`config.mk`:
```
export PLATFORM = sky130hd
export DESIGN_NAME = mdio_phy_mgr
export DESIGN_NICKNAME = d
export VERILOG_FILES = /design/src/rtl/mdio_phy_mgr.sv
export SDC_FILE = /design/constraint.sdc
export NUM_CORES = 1
export LEC_CHECK = 0
export BUFFER_PORTS_ARGS = -buffer_cell sky130_fd_sc_hd__buf_2
export CORE_MARGIN = 1.5
export CORE_UTILIZATION = 32
export DETAILED_ROUTE_END_ITERATION = 8
export MAX_ROUTING_LAYER = met4
export PLACE_DENSITY = 0.54
export SLEW_MARGIN = 25
export SYNTH_ARGS = -nofsm -noshare
export SYNTH_HDL_FRONTEND = slang
export SYNTH_SLANG_ARGS = --single-unit
export TNS_END_PERCENT = 20
```
`constraint.sdc`:
```
create_clock -name clk -period 1.95 [get_ports clk]
set_input_delay 0.195 -clock clk [delete_from_list [all_inputs] [get_ports clk]]
set_output_delay 0.195 -clock clk [all_outputs]
set_load 0.005 [all_outputs]
```
`src/rtl/mdio_phy_mgr.sv`:
```
// mdio_phy_mgr: PHY init, link polling and host register access sequencer for mdio_ct
module mdio_phy_mgr #(
  parameter logic [4:0] PHY_ADDR = 5'd0,
  parameter int POLL_INTERVAL = 1000000,
  parameter int RST_TRIES = 16,
  parameter int ACK_TIMEOUT = 255
) (
  input  logic        clk,
  input  logic        rst,
  output logic        cyc_o,
  output logic        we_o,
  output logic [4:0]  phy_adr_o,
  output logic [4:0]  reg_adr_o,
  output logic [15:0] tx_dat_o,
  input  logic        ack_i,
  input  logic [15:0] rx_dat_i,
  input  logic        host_req_i,
  input  logic        host_we_i,
  input  logic [4:0]  host_reg_i,
  input  logic [15:0] host_wdat_i,
  output logic        host_ack_o,
  output logic [15:0] host_rdat_o,
  output logic        init_done_o,
  output logic        init_err_o,
  output logic        link_up_o,
  output logic        speed_o,
  output logic        fdx_o
);
  localparam int IW = $clog2(POLL_INTERVAL);
  localparam int TW = $clog2(RST_TRIES + 1);
  localparam int AW = $clog2(ACK_TIMEOUT + 1);
  typedef enum logic [2:0] {S_RST_WR, S_RST_RD, S_AN_WR, S_WAIT, S_BMSR, S_LPA, S_HOST, S_ERR} state_t;
  state_t state_q, state_d;
  logic cyc_q, cyc_d, we_q, we_d;
  logic [4:0] reg_q, reg_d;
  logic [15:0] tx_q, tx_d;
  logic [AW-1:0] ack_cnt_q, ack_cnt_d;
  logic [IW-1:0] ivl_q, ivl_d;
  logic [TW-1:0] tries_q, tries_d;
  logic host_ack_q, host_ack_d;
  logic [15:0] host_rdat_q, host_rdat_d;
  logic done_q, done_d, err_q, err_d, link_q, link_d, spd_q, spd_d, fdx_q, fdx_d;
  logic xact, req_we, host_go, xact_done, timeout, bmsr_link;
  logic [4:0] req_reg;
  logic [15:0] req_dat;
  assign xact = state_q inside {S_RST_WR, S_RST_RD, S_AN_WR, S_BMSR, S_LPA, S_HOST};
  assign req_we = state_q == S_RST_WR || state_q == S_AN_WR || (state_q == S_HOST && host_we_i);
  assign req_reg = state_q == S_BMSR ? 5'd1 : state_q == S_LPA ? 5'd5 : state_q == S_HOST ? host_reg_i : 5'd0;
  assign req_dat = state_q == S_RST_WR ? 16'h8000 : state_q == S_AN_WR ? 16'h1200 : state_q == S_HOST ? host_wdat_i : 16'h0000;
  assign xact_done = cyc_q & ack_i;
  assign timeout = cyc_q & ~ack_i & (ack_cnt_q == AW'(ACK_TIMEOUT - 1));
  assign host_go = host_req_i & ~host_ack_q;
  assign bmsr_link = rx_dat_i[2] & rx_dat_i[5];
  always_comb begin
    state_d = state_q;
    cyc_d = cyc_q;
    we_d = we_q;
    reg_d = reg_q;
    tx_d = tx_q;
    ack_cnt_d = cyc_q ? ack_cnt_q + 1'b1 : '0;
    ivl_d = ivl_q;
    tries_d = tries_q;
    host_ack_d = 1'b0;
    host_rdat_d = host_rdat_q;
    done_d = done_q;
    err_d = err_q;
    link_d = link_q;
    spd_d = spd_q;
    fdx_d = fdx_q;
    if (xact && !cyc_q) begin
      cyc_d = 1'b1;
      we_d = req_we;
      reg_d = req_reg;
      tx_d = req_dat;
    end
    if (xact_done) cyc_d = 1'b0;
    case (state_q)
      S_RST_WR: if (xact_done) begin
        state_d = S_RST_RD;
        tries_d = '0;
      end
      S_RST_RD: if (xact_done) begin
        if (!rx_dat_i[15]) state_d = S_AN_WR;
        else if (tries_q == TW'(RST_TRIES - 1)) begin
          state_d = S_ERR;
          err_d = 1'b1;
        end else tries_d = tries_q + 1'b1;
      end
      S_AN_WR: if (xact_done) begin
        state_d = S_WAIT;
        done_d = 1'b1;
        ivl_d = '0;
      end
      S_WAIT: begin
        if (host_go) state_d = S_HOST;
        else if (ivl_q == IW'(POLL_INTERVAL - 1)) state_d = S_BMSR;
        else ivl_d = ivl_q + 1'b1;
      end
      S_BMSR: if (xact_done) begin
        state_d = bmsr_link ? S_LPA : S_WAIT;
        ivl_d = '0;
        link_d = bmsr_link & link_q;
        spd_d = bmsr_link & spd_q;
        fdx_d = bmsr_link & fdx_q;
      end
      S_LPA: if (xact_done) begin
        state_d = S_WAIT;
        ivl_d = '0;
        link_d = 1'b1;
        spd_d = rx_dat_i[8] | rx_dat_i[7];
        fdx_d = rx_dat_i[8] | (~rx_dat_i[7] & rx_dat_i[6]);
      end
      S_HOST: if (xact_done) begin
        state_d = err_q ? S_ERR : S_WAIT;
        host_ack_d = 1'b1;
        host_rdat_d = we_q ? 16'hFFFF : rx_dat_i;
      end
      S_ERR: if (host_go) state_d = S_HOST;
      default: ;
    endcase
    if (timeout) begin
      cyc_d = 1'b0;
      err_d = 1'b1;
      state_d = S_ERR;
    end
    if (state_d == S_ERR) begin
      link_d = 1'b0;
      spd_d = 1'b0;
      fdx_d = 1'b0;
    end
  end
  always_ff @(posedge clk) begin
    if (rst) begin
      state_q <= S_RST_WR;
      cyc_q <= 1'b0;
      we_q <= 1'b0;
      reg_q <= '0;
      tx_q <= '0;
      ack_cnt_q <= '0;
      ivl_q <= '0;
      tries_q <= '0;
      host_ack_q <= 1'b0;
      host_rdat_q <= '0;
      done_q <= 1'b0;
      err_q <= 1'b0;
      link_q <= 1'b0;
      spd_q <= 1'b0;
      fdx_q <= 1'b0;
    end else begin
      state_q <= state_d;
      cyc_q <= cyc_d;
      we_q <= we_d;
      reg_q <= reg_d;
      tx_q <= tx_d;
      ack_cnt_q <= ack_cnt_d;
      ivl_q <= ivl_d;
      tries_q <= tries_d;
      host_ack_q <= host_ack_d;
      host_rdat_q <= host_rdat_d;
      done_q <= done_d;
      err_q <= err_d;
      link_q <= link_d;
      spd_q <= spd_d;
      fdx_q <= fdx_d;
    end
  end
  assign cyc_o = cyc_q;
  assign we_o = we_q;
  assign phy_adr_o = PHY_ADDR;
  assign reg_adr_o = reg_q;
  assign tx_dat_o = tx_q;
  assign host_ack_o = host_ack_q;
  assign host_rdat_o = host_rdat_q;
  assign init_done_o = done_q;
  assign init_err_o = err_q;
  assign link_up_o = link_q;
  assign speed_o = spd_q;
  assign fdx_o = fdx_q;
endmodule
```
==> summary.txt, run 1 <==
Status
  – Outcome: finished clean

Route
  – 1st-iter DRT viols: 233
  – Remaining antenna violation count after routing: 0
  – Drt pass-1 iters: 4
  – # DRC: 0
  – Routed wire length per instance: 13.68 um
  – Vias per inst: roughly 5.1
  – Vias: roughly 3600
  – Total wire length: 9797 um

Placed design
  – Pre-CTS setup slack: -0.09212 ns
  – Gp weighted congestion: 0.8069
  – Placed insts: 700
  – HPWL after detailed placement: 7075 um
  – IO Port Bufs: 86

Global routing
  – Vias in the first global route: between 3000 and 4000
  – Total GRT Usage: 0.1589
  – Total global routing overflow: 0
  – Initial antenna violation count: 0
  – First-pass GRT wire length: 15970 um
  – Pin count of the biggest net entering global routing: 28

Critical path
  – Max incr delay on CP: around 0.36 ns
  – Required @ worst endpoint: roughly 2.2 ns
  – Startpoint Class: flop
  – Cells along the critical path: ha_4, and3_4, ha_4, nand2b_4, a2111oi_4, buf_4, mux2i_1, nor2_1
  – WP data arrival: about 2.1 ns
  – Slowest CP cell: a2111oi_4
  – Crit path capture type: flop
  – Worst path most repeated cell: ha_4
  – WS Path Type: reg2reg
  – CP Max Fanout: 6

Pwr
  – Pleak: 0.001979 uW
  – PwrDens: 695.2 nW/um2
  – Final total power: 3509 uW
  – Peak supply drop: 312.1 uV

Synthesis
  – Adder-cell share of the synthesized area: 0.01611
  – Yosys warns: 0
  – Synth area leader: dfxtp_1
  – Cell variety after synth: 59
  – Synthesis-stage register bit count: 81
  – Async set or reset register ratio after synthesis: 0
  – Area fraction in compound gates after synthesis: 0.1257
  – Simple-gate area share of the yosys netlist: 0.3232
  – Largest family of logic cells by synthesized area: simple AND/OR/NAND/NOR gates
  – Mapped Area: just under 4000 um2
  – Sequential area share after synthesis: 0.4177
  – Mapped Cells: 455
  – XOR/XNOR Fraction of Synth Area: 0.01805
  – Synth top area cells: dfxtp_1 42%, nor2_1 6.0%, nor3_1 5.5%, mux2i_1 3.9%, a22oi_1 3.3%
  – Post-Syn Area per Cell: 8.533 um2
  – Post-synthesis mux area share: 0.04157
  – Main synth FF type: dfxtp_1
  – Top-area cell type share of the netlist area: 0.4177
  – EDFF count, synth: 0

Floorplanning
  – Core Rows: 40
  – Die Y: 113.2 um
  – Die area: ~13000 um2
  – Chip Width: between 100 and 150 um
  – Initial Util: 0.3259
  – I/O Pins: 92
  – CORE AREA: roughly 12000 um2

Cells and area
  – Area delta synth->final: 30.00%
  – Fraction of layout instances using a drive strength above 1: 0.3146
  – Commonest non-fill, non-tap cell in the layout: buf_2
  – Nets: approximately 600
  – Cell Count, Final, Fillers Out: 716
  – Commonest non-fill, non-tap cells in the layout: 86 x buf_2, 77 x dfxtp_1, 62 x nor2_1, 43 x nor3_1, 40 x buf_4
  – ANT cells: 0

Timing
  – Final hold slack: 0.09837 ns
  – Final Critical Period: 1.876 ns
  – Final setup vio count: 0
  – Fin. max-slew vios: 0
  – Fmax: 0.5330 GHz
  – Worst slew margin relative to its limit: 0.5604
  – RSZ-0062 raised after global routing: true
  – Hold Vio Cnt, Final: 0
  – Crit share post-route: 0.9621
  – Final WS setup: 0.07394 ns
  – Setup Skew: 0.004722 ns
  – Final setup TNS: 0 ns
  – Actual slew at the worst max-slew pin: 0.6585 ns

Hold path
  – Hold Crit Class: in2reg

Clock tree
  – Clk Latency, worst-skew pair: 0.34 ns
  – CTS tree: built
  – Hold buffer count at CTS: 0
  – CTS Sinks: between 80 and 90
  – Clk root buf: clkbuf_16
  – H-tree Lvls: 3
  – CTS Buffer Depth: 2
  – CTS Buf Count: 9
  – Clock-pin slew on the worst setup and hold paths: 0.06 ns

Flow run
  – MaxCap Viol Count: 0
-- kinds of logic after synthesis --
group | Yosys count
AO/OA/AOI/OAI | 71
XOR/XNOR | 8
adder cells (fa/ha/maj) | 5
buffers and inverters | 45
flip-flops | 81
multiplexers | 16
other | 1
AND/OR/NAND/NOR | 228
-- cell usage after synthesis (7+ instances only) --
cell type and instances:
nand3_1 15, or4_1 7, a22oi_1 17, o21ai_0 11
nor3_1 43, nor4_2 7, nand2_1 33, nor2_1 62
dfxtp_1 81, clkbuf_1 16, buf_4 8, nand4_1 8
mux2i_1 15, a21oi_1 16, inv_1 8, nand2b_1 17
-- layout make-up --
class	instances	area, um2
fill	1227	6864
multi-input combinational	333	2131
sequential	81	1627
timing repair buffer	129	790.8
clock buffer	9	225.2
tap	147	183.9
clock inverter	7	52.55
inverter	10	37.54
-- layer usage --
metal,share of wire,global-route usage,up-vias
met3,0.050,0.03964,9
met1,0.47,0.2003,1698
li1,-,-,1841
met5,0,-,-
met2,0.46,0.2489,89
met4,0.012,0.05417,0
-- power by group --
part	leakage [uW]	switching [uW]	internal, uW	total [uW]
Sequential	0.000656	20.7	1670	1690
Combinational	0.00119	126	99.1	225
Clock	0.000137	723	873	1600
-- registers in the layout, summed over array words and instances (netlist names), 3 cells and up --
signal / count
host_rdat_o: 16
tries_q: 5
ivl_q: 20
ack_cnt_q: 8
state_q: 3
reg_adr_o: 5
tx_dat_o: 16
-- timing repair --
| item | 4_1_cts | 5_1_grt |
|---|---|---|
| buffers inserted | 0 | 0 |
| endpoints found under the setup margin | 4 | 21 |
| gates resized for setup | 4 | 14 |
| pin swaps | 2 | 3 |
-- metrics by stage --
step                  util  cell area [um2]
finish              0.4237             5047
detailed placement  0.3947             4702
CTS                 0.4189             4990
floorplan                -             3910
global placement    0.3947             4702
global route        0.4237             5047
-- worst paths after layout --
path / startpoint / end / slack (ns) / depth (start not counted)
setup / recovery: tries_q[0]$_SDFFE_PP0P_ / tries_q[0]$_SDFFE_PP0P_ / 0.07 / 8
hold / removal: host_reg_i[3] / reg_adr_o[3]$_SDFFE_PP0P_ / 0.1 / 3
hold reg to reg: tx_dat_o[12]$_SDFFE_PP0P_ / tx_dat_o[12]$_SDFFE_PP0P_ / 0.45 / 2
setup reg to reg: tries_q[0]$_SDFFE_PP0P_ / tries_q[0]$_SDFFE_PP0P_ / 0.07 / 8
-- critical path: cells and delay by family, from the launching register on --
kind | cells | cell delay (ns)
mux | 1 | 0.19
flops | 1 | 0.34
simple gates | 3 | 0.37
fa+ha+maj | 2 | 0.31
compound gates | 1 | 0.36
buf+inv | 1 | 0.20
Note: power is estimated with default switching activity, not from simulation.
==> run 2: changes to the inputs <==
--- a/config.mk
+++ b/config.mk
@@ -11,2 +11,3 @@
 export DETAILED_ROUTE_END_ITERATION = 8
+export GPL_ROUTABILITY_DRIVEN = 0
 export MAX_ROUTING_LAYER = met4
==> constraint.sdc (replaced) <==
create_clock -name clk -period 1.95 [get_ports clk]
set_input_delay 0.39 -clock clk [delete_from_list [all_inputs] [get_ports clk]]
set_output_delay 0.39 -clock clk [all_outputs]
set_load 0.005 [all_outputs]
==> run 2 against run 1 <==
Net effect:
- first-iteration DRC count shrank 13%
- die area is the same
- fmax shrank 2.7%
- sequential power is essentially flat
- critical path depth grew 1
- register-to-register slack lost 0.05 ns
- sequential cell count is the same
- critical path type unchanged
- largest cell class unchanged
==> summary.txt, run 2 (synthesized netlist as in run 1, its figures left out) <==
Status
  – Outcome: finished clean

Critical path
  – Max incr delay on CP: 0.33 ns (-0.03 ns)
  – Required @ worst endpoint: 2.19 ns (about the same)
  – Crit path from: tries_q[0]$_SDFFE_PP0P_
  – RR Startpoint: tries_q[0]$_SDFFE_PP0P_
  – Crit path capture type: flop
  – Slowest CP cell: dfxtp_2
  – Worst path most repeated cell: ha_4
  – Reg-to-reg slack, setup: 0.02 ns (-0.05 ns)
  – R2R depth: 9 (+1)
  – Cells along the critical path: ha_4, and3_4, ha_4, nand2b_4, a2111oi_4, buf_4, nand4_1, xor2_1, nor2_1
  – Startpoint Class: flop
  – WP data arrival: 2.16 ns (+0.05 ns)
  – WS Path Type: reg2reg
  – CP Max Fanout: 7 (+1)
  – Capturing point of the worst reg2reg path: tries_q[3]$_SDFFE_PP0P_

Timing
  – Hold Vio Cnt, Final: 0 (unchanged)
  – Setup Skew: 0.006268 ns (+0.001545 ns)
  – Actual slew at the worst max-slew pin: 0.6363 ns (-0.02224 ns)
  – Fin. max-slew vios: 0 (unchanged)
  – Final setup vio count: 0 (unchanged)
  – Final Critical Period: 1.929 ns (+0.05245 ns)
  – RSZ-0062 raised after global routing: true
  – Fmax: 0.5185 GHz (-2.7%)
  – Worst slew margin relative to its limit: 0.5758 (+0.01543)
  – Crit share post-route: 0.9890 (+0.02690)

Clock tree
  – CTS tree: built
  – Setup bufs post-CTS: 0 (unchanged)
  – Clk Latency, worst-skew pair: 0.34 ns (about the same)
  – CTS Buffer Depth: 2 (unchanged)
  – Clock-pin slew on the worst setup and hold paths: 0.06 ns (about the same)
  – CTS Buf Count: 9 (unchanged)
  – Clk root buf: clkbuf_16
  – CTS Sinks: 81 (unchanged)
  – H-tree Lvls: 3 (unchanged)

Hold path
  – Hold Crit Class: in2reg
  – Hold Path Stages: 3 (unchanged)
  – Hold path startpoint: host_wdat_i[2]
  – Hold Path Sink: tx_dat_o[2]$_SDFFE_PP0P_

Placed design
  – HPWL after detailed placement: 7191 um (+1.6%)
  – IO Port Bufs: 86 (unchanged)
  – Placed insts: 700 (unchanged)
  – Dpl cell area: 4677 um2 (-0.53%)

Global routing
  – Total GRT Usage: 0.1655 (+0.006595)
  – Pin count of the biggest net entering global routing: 28 (unchanged)
  – Total global routing overflow: 0 (unchanged)
  – Vias in the first global route: 3425 (+3.9%)
  – Initial antenna violation count: 0 (unchanged)
  – First-pass GRT wire length: 16510 um (+3.4%)

Route
  – # DRC: 0 (unchanged)
  – Drt pass-1 iters: 4 (unchanged)
  – Vias per inst: 5.070 (-0.19%)
  – Vias: 3625 (-0.33%)
  – 1st-iter DRT viols: 203 (-13%)
  – Remaining antenna violation count after routing: 0 (unchanged)
  – Routed wire length per instance: 14.08 um (+2.9%)
  – Total wire length: 10070 um (+2.7%)

Pwr
  – Pleak: 0.001986 uW (+0.35%)
  – PwrDens: 756.6 nW/um2 (+8.8%)
  – Peak supply drop: 418.4 uV (+34%)

Cells and area
  – Final Cell Area: 5077 um2 (+0.59%)
  – Top reg by flops: ivl_q
  – Commonest non-fill, non-tap cell in the layout: buf_2
  – Area delta synth->final: 30.78%
  – ANT cells: 0 (unchanged)
  – Nets: 611 (unchanged)
  – Final Util: 0.4263 (+0.002522)
  – Max reg flops: 20 (unchanged)
  – Fillers: 1210 (-1.4%)
  – Commonest non-fill, non-tap cells in the layout: 86 x buf_2, 79 x dfxtp_1, 62 x nor2_1, 43 x nor3_1, 41 x buf_4
  – Fraction of layout instances using a drive strength above 1: 0.3063 (-0.008249)
  – Cell Count, Final, Fillers Out: 715 (-0.14%)

Floorplanning
  – Core Rows: 40 (unchanged)
  – CORE AREA: 11910 um2 (unchanged)
  – Die Y: 113.2 um (unchanged)
  – I/O Pins: 92 (unchanged)
  – Chip Width: 113.2 um (unchanged)
  – Initial Util: 0.3259 (unchanged)
  – Die area: 12800 um2 (unchanged)

Flow run
  – MaxCap Viol Count: 0 (unchanged)
## run 2: worst max path at each step
stage          slack [ns]                 endpoint  cells after the start
6_report             0.02  tries_q[3]$_SDFFE_PP0P_                      9
5_1_grt             -0.09  tries_q[3]$_SDFFE_PP0P_                      9
4_1_cts             0.002  tries_q[3]$_SDFFE_PP0P_                      9
3_5_place_dp        -0.14     speed_o$_SDFFE_PP0P_                      8
3_3_place_gp        -0.06   link_up_o$_SDFFE_PP0P_                      8
2_1_floorplan        0.03  tries_q[3]$_SDFFE_PP0P_                      8
## run 2: cell type report
| type | count | area (um2) | share of cell area |
|---|---|---|---|
| clock inverters | 5 | 105.1 | 0.02070 |
| well taps | 147 | 183.9 | 0.03622 |
| repair buffers | 129 | 769.5 | 0.1516 |
| clock buffers | 10 | 229.0 | 0.04510 |
| multi-input cells | 333 | 2128 | 0.4192 |
| inverters | 10 | 37.54 | 0.007393 |
| flip-flops and latches | 81 | 1624 | 0.3199 |
## run 2: timing repair
action	in CTS	in global routing
pin swaps	1	4
setup endpoints to repair	5	17
resized for setup	4	11
hold buffers	0	0
## run 2: per-stage QoR
stage	hold slack, ns	worst slack, ns	total power [uW]	setup TNS (ns)
global route	0.3100	-0.08802	3985	-0.1443
floorplan	0.4380	0.02729	1846	0
detailed placement	0.4457	-0.1354	1951	-0.3858
global placement	0.4389	-0.05777	1946	-0.1732
finish	0.2942	0.02149	3842	0
CTS	0.2876	0.001681	3895	0
## run 2: critical path, delay by kind of cell, from the launching register on
family	cells	cell delay (ns)
AOI/OAI and AO/OA	1	0.33
xor gates and xnor gates	1	0.17
and+or+nand+nor	4	0.48
DFF	1	0.33
buffers and inverters	1	0.20
adders and majority gates	2	0.30
## run 2: routing by layer
metal / routed length [um] / GRT usage / vias up
met5: 0 / - / -
met2: 4574 / 0.2590 / 92
li1: - / - / 1839
met3: 531 / 0.03642 / 14
met1: 4772 / 0.2057 / 1680
met4: 187 / 0.07167 / 0
## run 2: report_power, final
part	leakage [uW]	internal (uW)	total, uW	switching, uW
clock	0.000155	1240	1920	681
sequential	0.000655	1670	1680	11.5
combinational	0.00118	101	239	138
